`config.mk`:
```
export PLATFORM = sky130hd
export DESIGN_NAME = count_cmd_scheduler
export DESIGN_NICKNAME = d
export VERILOG_FILES = /design/src/rtl/count_cmd_scheduler.sv
export SDC_FILE = /design/constraint.sdc
export NUM_CORES = 1
export LEC_CHECK = 0
export ABC_AREA = 1
export CORE_UTILIZATION = 45
export CTS_CLUSTER_DIAMETER = 100
export CTS_CLUSTER_SIZE = 28
export DETAILED_ROUTE_END_ITERATION = 6
export PLACE_DENSITY = 0.69
export RECOVER_POWER = 50
export SLEW_MARGIN = 25
export SYNTH_ARGS = -nofsm -noshare
export SYNTH_HDL_FRONTEND = slang
export SYNTH_SLANG_ARGS = --single-unit
```
`constraint.sdc`:
```
create_clock -name clock -period 1.55 [get_ports clock]
set_clock_uncertainty 0.1 [all_clocks]
set_input_delay 0.31 -clock clock [delete_from_list [all_inputs] [get_ports clock]]
set_output_delay 0.31 -clock clock [all_outputs]
set_load 0.03 [all_outputs]
```
`src/rtl/count_cmd_scheduler.sv`:
```
// Converts up/down request levels into one-cycle counter commands with press-and-hold
// auto-repeat and conflict blocking. Define COUNT_CMD_ACCEL_EN for repeat acceleration.
module count_cmd_scheduler #(
  parameter int DELAY_CYC   = 2500000,
  parameter int RPT_CYC     = 500000,
  parameter int TMR_W       = 22,
  parameter int ACCEL_AFTER = 8
) (
  input  logic clock,
  input  logic reset,
  input  logic up_req,
  input  logic dn_req,
  output logic up_cmd,
  output logic dn_cmd,
  output logic busy,
  output logic rpt_active
);

  localparam logic [2:0] IDLE    = 3'd0;
  localparam logic [2:0] HOLD_UP = 3'd1;
  localparam logic [2:0] HOLD_DN = 3'd2;
  localparam logic [2:0] RPT_UP  = 3'd3;
  localparam logic [2:0] RPT_DN  = 3'd4;
  localparam logic [2:0] BLOCK   = 3'd5;

  localparam logic [TMR_W-1:0] DELAY_LAST = TMR_W'(DELAY_CYC - 1);
  localparam logic [TMR_W-1:0] RPT_LAST   = TMR_W'(RPT_CYC - 1);

  if (DELAY_CYC < 1 || RPT_CYC < 1 || ACCEL_AFTER < 0 ||
      DELAY_CYC > (2 ** TMR_W) || RPT_CYC > (2 ** TMR_W)) begin : g_bad_params
    $error("count_cmd_scheduler: parameter out of range");
  end

  logic [2:0]       state, state_nx;
  logic [TMR_W-1:0] timer, timer_nx;
  logic [TMR_W-1:0] rpt_last;
  logic             up_prev, dn_prev;
  logic             up_rise, dn_rise;
  logic             in_hold, owner_up, owner_hi, other_hi;
  logic             up_cmd_nx, dn_cmd_nx, fire;

`ifdef COUNT_CMD_ACCEL_EN
  localparam int              FAST_CYC  = (RPT_CYC / 4 < 1) ? 1 : RPT_CYC / 4;
  localparam int              CNT_W     = (ACCEL_AFTER < 1) ? 1 : $clog2(ACCEL_AFTER + 1);
  localparam logic [TMR_W-1:0] FAST_LAST = TMR_W'(FAST_CYC - 1);
  localparam logic [CNT_W-1:0] ACCEL_N   = CNT_W'(ACCEL_AFTER);

  logic [CNT_W-1:0] rpt_cnt, rpt_cnt_nx;

  assign rpt_last = (rpt_cnt >= ACCEL_N) ? FAST_LAST : RPT_LAST;

  // Counts auto-repeat commands since the press was accepted, saturating at the threshold.
  always_comb begin
    rpt_cnt_nx = rpt_cnt;
    if (state == IDLE) begin
      rpt_cnt_nx = '0;
    end else if (fire && rpt_cnt != ACCEL_N) begin
      rpt_cnt_nx = rpt_cnt + CNT_W'(1);
    end
  end

  always_ff @(posedge clock) begin
    if (reset) begin
      rpt_cnt <= '0;
    end else begin
      rpt_cnt <= rpt_cnt_nx;
    end
  end
`else
  assign rpt_last = RPT_LAST;
`endif

  assign up_rise  = up_req & ~up_prev;
  assign dn_rise  = dn_req & ~dn_prev;
  assign in_hold  = (state == HOLD_UP) || (state == HOLD_DN);
  assign owner_up = (state == HOLD_UP) || (state == RPT_UP);
  assign owner_hi = owner_up ? up_req : dn_req;
  assign other_hi = owner_up ? dn_req : up_req;

  // Release and conflict are resolved before timer expiry is considered.
  always_comb begin
    state_nx  = state;
    timer_nx  = timer;
    up_cmd_nx = 1'b0;
    dn_cmd_nx = 1'b0;
    fire      = 1'b0;
    case (state)
      IDLE: begin
        timer_nx = '0;
        if (up_rise && dn_rise) begin
          state_nx = BLOCK;
        end else if (up_rise) begin
          up_cmd_nx = 1'b1;
          state_nx  = HOLD_UP;
        end else if (dn_rise) begin
          dn_cmd_nx = 1'b1;
          state_nx  = HOLD_DN;
        end
      end
      HOLD_UP, HOLD_DN, RPT_UP, RPT_DN: begin
        if (!owner_hi) begin
          state_nx = IDLE;
          timer_nx = '0;
        end else if (other_hi) begin
          state_nx = BLOCK;
          timer_nx = '0;
        end else if (timer == (in_hold ? DELAY_LAST : rpt_last)) begin
          fire      = 1'b1;
          up_cmd_nx = owner_up;
          dn_cmd_nx = ~owner_up;
          state_nx  = owner_up ? RPT_UP : RPT_DN;
          timer_nx  = '0;
        end else begin
          timer_nx = timer + TMR_W'(1);
        end
      end
      BLOCK: begin
        timer_nx = '0;
        if (!up_req && !dn_req) begin
          state_nx = IDLE;
        end
      end
      default: begin
        state_nx = IDLE;
        timer_nx = '0;
      end
    endcase
  end

  // Previous-sample registers reset high so a request held through reset needs a re-press.
  always_ff @(posedge clock) begin
    if (reset) begin
      state      <= IDLE;
      timer      <= '0;
      up_prev    <= 1'b1;
      dn_prev    <= 1'b1;
      up_cmd     <= 1'b0;
      dn_cmd     <= 1'b0;
      busy       <= 1'b0;
      rpt_active <= 1'b0;
    end else begin
      state      <= state_nx;
      timer      <= timer_nx;
      up_prev    <= up_req;
      dn_prev    <= dn_req;
      up_cmd     <= up_cmd_nx;
      dn_cmd     <= dn_cmd_nx;
      busy       <= (state_nx != IDLE);
      rpt_active <= (state_nx == RPT_UP) || (state_nx == RPT_DN);
    end
  end

endmodule
```
Word level (Yosys, flattened, before mapping)
Cells that the tools add are included.

Register bits after elaboration: 31. Logic and storage cells: 60.

Reduce and logical (&&, ||, !) cells: 11. Bitwise logic cells: 7. $add $sub $neg: 1. Mux-type cells: 25. Equality and inequality tests: 8.

Operators with widths (count): $mux W3 (8); $add A22 B1 Y22 const B (1); $eq A22 B22 Y1 (1); $mux W22 (1); $mux W1 (13); $eq A3 B2 Y1 const B (3); $eq A3 B3 Y1 const B (3); $pmux W3 S3 (1); $not A1 Y1 (5); $reduce_or A5 Y1 (1); $pmux W1 S2 (2); $reduce_or A4 Y1 (1); $eq A3 B1 Y1 const B (1); $logic_not A3 Y1 (1); $logic_or A1 B1 Y1 (3); $reduce_bool A3 Y1 (1); $and A1 B1 Y1 (2); $logic_and A1 B1 Y1 (2); $logic_not A1 Y1 (2).

Depth between registers and ports, before layout
Gate-level depths: netlist of the first run.

Depth in word-level cells: 10. Depth in mapped cells: 13. Mapped depth without buffers: 13.

Worst setup path before layout of the first run
Ideal clock, no wire load.

Path type: register to register. From: register timer[0]. To: register rpt_active. Setup time: 0.058 ns. Path buffers: 0. Arrival: 1.522 ns. Path slack: -0.129 ns. Stages on the path, launching flop included: 14. Required time: 1.392 ns. Period minus slack after synthesis: 1.679 ns. Path through: dfxtp_1 -> ha_1 -> nand2_1 -> nor2_2 -> nand3_1 -> nor2_2 -> nand3_1 -> nand2_1 -> nand3_1 -> nand2_1 -> nand2_1 -> nor2_1 -> nand2_1 -> nand2_1.

Word-level cells in the longest chain between the ends: 7.

Ends and longest elaborated chain: start, declared (RTL line 35) `logic [TMR_W-1:0] timer, timer_nx;`; start signal, assigned (RTL line 143) `timer <= timer_nx;`; $eq A22 B22 Y1 * (RTL line 107) `end else if (timer == (in_hold ? DELAY_LAST : rpt_last)) begin`; $mux W3 * (RTL line 107); $mux W3 * (RTL line 104) `end else if (other_hi) begin`; $mux W3 * (RTL line 101) `if (!owner_hi) begin`; $pmux W3 S3 * (RTL line 87) `case (state)`; $eq A3 B2 Y1 or $eq A3 B3 Y1 (tied branches) (RTL line 149) `rpt_active <= (state_nx == RPT_UP) || (state_nx == RPT_DN);`; $logic_or A1 B1 Y1 * (RTL line 149); end signal, assigned (RTL line 149); end, declared (RTL line 16) `output logic rpt_active`.

Every way passes the cells marked *; elsewhere a longest branch is shown, timed or not. A chain may end at the register's enable or synchronous reset.

Worst setup path after layout of the first run
From: register state[0]. To: register timer[2].

Word-level cells in the longest chain between the ends: 5.

Ends and longest elaborated chain: start, declared (RTL line 34) `logic [2:0] state, state_nx;`; start signal, assigned (RTL line 142) `state <= state_nx;`; $eq A3 B1 Y1, or another cell as far along (RTL line 75, 76, 87); $logic_or A1 B1 Y1 (on tied branches) (RTL line 75, 76); $mux W22 or $mux W1 (tied branches) (RTL line 107, 77); $eq A22 B22 Y1 or $not A1 Y1 (tied branches); $reduce_or A5 Y1 (no line) *.

Marks and branches as above.

==> impl_metrics.tcl, run 1 <==
set metrics [dict create \
    cts_tree "yes" \
    fin_util_pct 78.9 \
    drive_gt1_share_pct 48.4 \
    setup_viol 28 \
    avgSynthCellArea_sq_um 6.92 \
    max_slew_margin_pct 72.1 \
    fp.dieW_um 62.1 \
    rsz0062_at_grt "yes" \
    setup_slack_ns -0.212 \
    wl_mm 4.72 \
    grt_pass1_vias 1710 \
    netSwitchingPower_uw 397 \
    cts_buffer_depth 2 \
    setup.worst_path.class "flip-flop to flip-flop" \
    hold_path_class "flip-flop to flip-flop" \
    row_count 21 \
    ys_seq_area_share_pct 38.2 \
    cp.arrival_ns 1.94 \
    violations "negative setup slack" \
    crit_fanout 9 \
    layout_commonest_cell "buf_4" \
    grt_max_degree 11 \
    cts.sinks 31 \
    num_vias 1811 \
    dpl.hpwl_mm 3.02 \
    drt_pass1_iterations 4 \
    first_iter_violations 80 \
    grt_antenna_before_repair 0 \
    ios 8 \
    end_kind "flip-flop" \
    critical-path-slowest-cell "dfxtp_4" \
    fin_crit_sh_pct 114 \
    fp.dieArea_sq_um 3860 \
    yosysWarnings 0 \
    core_area_sq_um 3390 \
    syn_inst 235 \
    ctsHoldBuffers 0 \
    ys_ff_latch 31 \
    grt_pass1_wl_mm 7.22 \
    synth_nets 240 \
    gp_congestion 0.846 \
    clkLatencyLatePin_ns 0.35 \
    drcViolationCount 0 \
    p_leak_uw 0.00115 \
    numCtsBuffers 5 \
    status "finished, violations left" \
    maxCapViolations 0 \
    p_comb_share_pct 10.3 \
    num-nets-final 322 \
    die_h_um 62.1 \
    htree_levels 2 \
    cp_cell_sequence "inv_4 -> nand2_4 -> nor2_4 -> nor2_2 -> inv_1 -> or2_4 -> nor2_4 -> nand3_4 -> buf_6 -> nor3b_2" \
    wl_per_cell_um 13.0 \
    port_buffers 7 \
    peakVddDrop_uv 693 \
    syn_area_sq_um 1630 \
    worstPathRequired_ns 1.73 \
    grt_overflow 0 \
    powerDensity_nw_per_um2 621 \
    ys_types 30 \
    p_clk_share_pct 40.7 \
    crit_path_max_incr_delay_ns 0.43 \
    syn_to_final_growth_pct 64.5 \
    place_inst 345 \
    layout_common_cells "buf_4, nand2_1, inv_1" \
    dpl-instance-area_sq_um 2240 \
    final_antenna_net_count 0 \
    root_buffer "clkbuf_4" \
    grtUsageTotal_pct 23.7 \
    initial_utilization_pct 48.0 \
    diodes 0 \
    crit_path_frequent_cell "nor2_4" \
    vias_per_cell 4.98 \
    max_freq_mhz 568 \
    design_area_sq_um 2680 \
    hold_violations 0 \
    layoutNonFillerInstCount 364 \
    clk_pin_slew_ns 0.10 \
    swShare_pct 23.9 \
    start_kind "flip-flop" \
    p_int_uw 1260 \
    slew_viol_final 0 \
    power_frac_seq_pct 49.1 \
    worstMarginPinSlew_ns 0.418 \
    fin_crit_ns 1.76 \
]
power by group through the flow:
stage / Combinational (uW) / Clock (uW) / Sequential [uW]
floorplan: 59.8 / 0 / 841
global placement: 129 / 0 / 831
detailed placement: 131 / 0 / 832
CTS: 149 / 671 / 813
global route: 183 / 707 / 816
finish: 170 / 676 / 815
cell usage after synthesis, drive strengths merged:
master / count / area [sq um]
buf: 3 / 21.3
ha: 1 / 12.5
nor2: 39 / 171
nand3: 15 / 80.1
nor4: 4 / 46.3
nor3: 12 / 70.1
nand2: 51 / 194
nor2b: 1 / 6.26
xnor2: 2 / 17.5
o21ai: 5 / 25.0
dfxtp: 31 / 621
a21oi: 13 / 65.1
nor3b: 2 / 25.0
o21a: 1 / 7.51
inv: 38 / 143
or2: 2 / 15.0
nand4: 7 / 43.8
xor2: 5 / 43.8
a31oi: 3 / 18.8
per-layer routing:
layer / global-route usage, % / vias up / share of wire, %
li1: - / 914 / -
met1: 26.4 / 848 / 42
met2: 41.8 / 36 / 51
met3: 5.88 / 13 / 3.3
met4: 11.6 / 0 / 2.8
met5: 0 / - / 0
layout make-up:
type                            instances  area, sq um
Timing Repair Buffer                   78          621
Fill cell                             209          714
Clock buffer                            6         51.3
Clock inverter                          2         35.0
Multi-Input combinational cell        163         1130
Tap cell                               46         57.6
Sequential cell                        31          633
Inverter                               38          148
through the flow:
step                      power, uW  hold WS [ns]  setup TNS, ns  setup WS (ns)
after floorplan                 901         0.272        -0.0520        -0.0443
after global placement          960         0.366         -10.15         -0.441
after detailed placement        963         0.373         -11.09         -0.478
after CTS                      1630         0.386          -2.53         -0.161
after global routing           1710         0.429          -6.18         -0.292
final                          1660         0.387          -4.09         -0.212
cells by family after synthesis:
kind of cell               share of synthesized area, %
and+or+nand+nor                                    40.1
DFF                                                38.2
xor gates and xnor gates                           3.77
buffers and inverters                              10.1
AOI/OAI and AO/OA                                  7.15
adders and majority gates                         0.769
worst paths after layout:
| kind | start | to | slack, ns | cells after the start |
|---|---|---|---|---|
| max | state[0]$_SDFF_PP0_ | timer[2]$_SDFF_PP0_ | -0.21 | 10 |
| min | timer[3]$_SDFF_PP0_ | timer[3]$_SDFF_PP0_ | 0.39 | 2 |
| max reg2reg | state[0]$_SDFF_PP0_ | timer[2]$_SDFF_PP0_ | -0.21 | 10 |
| min reg2reg | timer[3]$_SDFF_PP0_ | timer[3]$_SDFF_PP0_ | 0.39 | 2 |
sequential cells by signal (all words and copies together), names as in the netlist:
signal      cells
rpt_active      1
dn_cmd          1
up_cmd          1
busy            1
dn_prev         1
up_prev         1
state           3
timer          22
what timing repair did:
item,CTS,global route
gates resized for setup,39,40
hold endpoints to repair,0,0
pin swaps,18,17
endpoints found under the setup margin,32,29
setup buffers,6,6
worst max-delay path: cells and delay by family (launching register included):
family	cells	cell delay, ns
flip-flops	1	0.43
AND/OR/NAND/NOR	7	0.89
buffers and inverters	3	0.27
(Power assumes the default switching activity.)
==> inputs of run 2 (changes only) <==
--- a/config.mk
+++ b/config.mk
@@ -6,13 +6,13 @@
 export NUM_CORES = 1
 export LEC_CHECK = 0
 export ABC_AREA = 1
-export CORE_UTILIZATION = 45
+export CORE_UTILIZATION = 27
 export CTS_CLUSTER_DIAMETER = 100
 export CTS_CLUSTER_SIZE = 28
 export DETAILED_ROUTE_END_ITERATION = 6
-export PLACE_DENSITY = 0.69
+export PLACE_DENSITY = 0.51
 export RECOVER_POWER = 50
-export SLEW_MARGIN = 25
+export SLEW_MARGIN = 20
 export SYNTH_ARGS = -nofsm -noshare
 export SYNTH_HDL_FRONTEND = slang
 export SYNTH_SLANG_ARGS = --single-unit
==> impl_metrics.tcl, run 2 (synthesis results as in run 1) <==
set metrics [dict create \
    num_vias 1694 \
    powerDensity_nw_per_um2 648 \
    worstPathRequired_ns 1.67 \
    syn_to_final_growth_pct 59.5 \
    cp.arrival_ns 1.83 \
    grt_pass1_vias 1676 \
    row_count 27 \
    grtUsageTotal_pct 14.3 \
    max_slew_margin_pct 72.7 \
    fp.dieArea_sq_um 6340 \
    cts_tree "yes" \
    vias_per_cell 4.37 \
    grt_pass1_wl_mm 7.01 \
    setup_viol 26 \
    regMostFlops "timer" \
    maxCapViolations 0 \
    netSwitchingPower_uw 396 \
    fp.dieW_um 79.6 \
    ctsHoldBuffers 0 \
    drive_gt1_share_pct 43.7 \
    nFillCells 559 \
    port_buffers 7 \
    ios 8 \
    drcViolationCount 0 \
    cts_buffer_depth 2 \
    max_freq_mhz 587 \
    dpl.hpwl_mm 3.13 \
    cts.sinks 31 \
    swShare_pct 23.5 \
    largest_register_ffs 22 \
    worstMarginPinSlew_ns 0.410 \
    reg2reg_from "state[0]$_SDFF_PP0_" \
    violations "negative setup slack" \
    layout_common_cells "buf_4, nand2_1, inv_1" \
    end_kind "flip-flop" \
    rsz0062_at_grt "yes" \
    setup.worst_path.class "flip-flop to flip-flop" \
    slew_viol_final 0 \
    wl_per_cell_um 10.9 \
    root_buffer "clkbuf_8" \
    numCtsBuffers 5 \
    initial_utilization_pct 28.8 \
    die_h_um 79.6 \
    peakVddDrop_uv 290 \
    hold_start "timer[0]$_SDFF_PP0_" \
    fin_crit_ns 1.70 \
    crit_fanout 5 \
    design_area_sq_um 2590 \
    final_antenna_net_count 0 \
    largestRegisters "timer: 22 flops, state: 3 flops" \
    dpl-instance-area_sq_um 2310 \
    grt_antenna_before_repair 0 \
    first_iter_violations 63 \
    p_comb_share_pct 9.6 \
    grt_max_degree 17 \
    gp_congestion 0.804 \
    p_int_uw 1290 \
    p_clk_share_pct 42.3 \
    grt_overflow 0 \
    drt_pass1_iterations 4 \
    fin_crit_sh_pct 110 \
    core_area_sq_um 5640 \
    power_frac_seq_pct 48.2 \
    p_leak_uw 0.00109 \
    hold_slack_ns 0.359 \
    clk_pin_slew_ns 0.07 \
    hold_violations 0 \
    htree_levels 2 \
    wl_mm 4.22 \
    layout_commonest_cell "buf_4" \
    num-nets-final 320 \
    status "finished, violations left" \
    start_kind "flip-flop" \
    layoutNonFillerInstCount 388 \
    critPathLaunch "state[0]$_SDFF_PP0_" \
    clkLatencyLatePin_ns 0.28 \
    diodes 0 \
    hold_path_class "flip-flop to flip-flop" \
    setup_slack_ns -0.154 \
    place_inst 375 \
]
-- run 2: cell count changes in the layout (fill, tap and decap cells not counted), sizes merged --
| cell | previous run | this run |
|---|---|---|
| dlygate4sd2 | 4 | 5 |
| clkinv | 1 | 0 |
| bufinv | 1 | 0 |
| buf | 70 | 68 |
| clkbuf | 7 | 9 |
| clkdlybuf4s50 | 2 | 1 |
-- run 2: power groups by stage --
stage	clock, uW	combinational [uW]	sequential [uW]
floorplan	0	59.8	841
global placement	0	141	832
detailed placement	0	142	832
CTS	739	153	812
global route	771	178	810
finish	710	161	810
-- run 2: repair_timing --
| action | in CTS | in global routing |
|---|---|---|
| pin swaps | 9 | 2 |
| setup endpoints to repair | 33 | 29 |
| gates resized for setup | 20 | 31 |
| cloned | 0 | 0 |
| buffers inserted | 3 | 2 |
-- run 2: layer usage --
metal	GRT usage [%]	share of wire [%]	up-vias
met1	17.9	48	760
met3	3.20	3.4	5
met2	23.3	47	25
li1	-	-	904
met5	0	0	-
met4	5.82	1.3	0
-- run 2: path summary, 6_finish.rpt --
path	slack [ns]	cells after the start	to
setup / recovery	-0.15	14	rpt_active$_SDFF_PP0_
hold / removal	0.36	1	timer[0]$_SDFF_PP0_
setup reg to reg	-0.15	14	rpt_active$_SDFF_PP0_
hold reg to reg	0.36	1	timer[0]$_SDFF_PP0_
-- run 2: area by class of cell --
class	instances	area, sq um	share of cell area [%]
sequential	31	642	24.7
clock buffer	8	100	3.86
timing repair buffer	76	594	22.9
tap	72	90.1	3.47
multi-input combinational	163	1020	39.5
inverter	38	143	5.50
-- run 2: worst max-delay path, cell delays in order (launching register included) --
cell and delay [ns]:
dfxtp_4 0.39, inv_2 0.05, nand2_2 0.07, nor2_2 0.04
nor2_1 0.07, inv_1 0.04, or2_4 0.26, nor2_4 0.12
buf_6 0.12, nand3_2 0.07, nand2_2 0.09, inv_2 0.05
nor2_4 0.07, nand2_1 0.05, nand2_1 0.06
-- run 2: metrics by stage --
stage	TNS (ns)	worst slack [ns]	utilization [%]	total power, uW
2_1_floorplan	-0.0520	-0.0443	-	901
3_3_place_gp	-10.91	-0.462	41.0	973
3_5_place_dp	-11.16	-0.465	41.0	974
4_1_cts	-2.48	-0.157	43.9	1700
5_1_grt	-5.37	-0.302	46.0	1760
6_report	-1.67	-0.154	46.0	1680
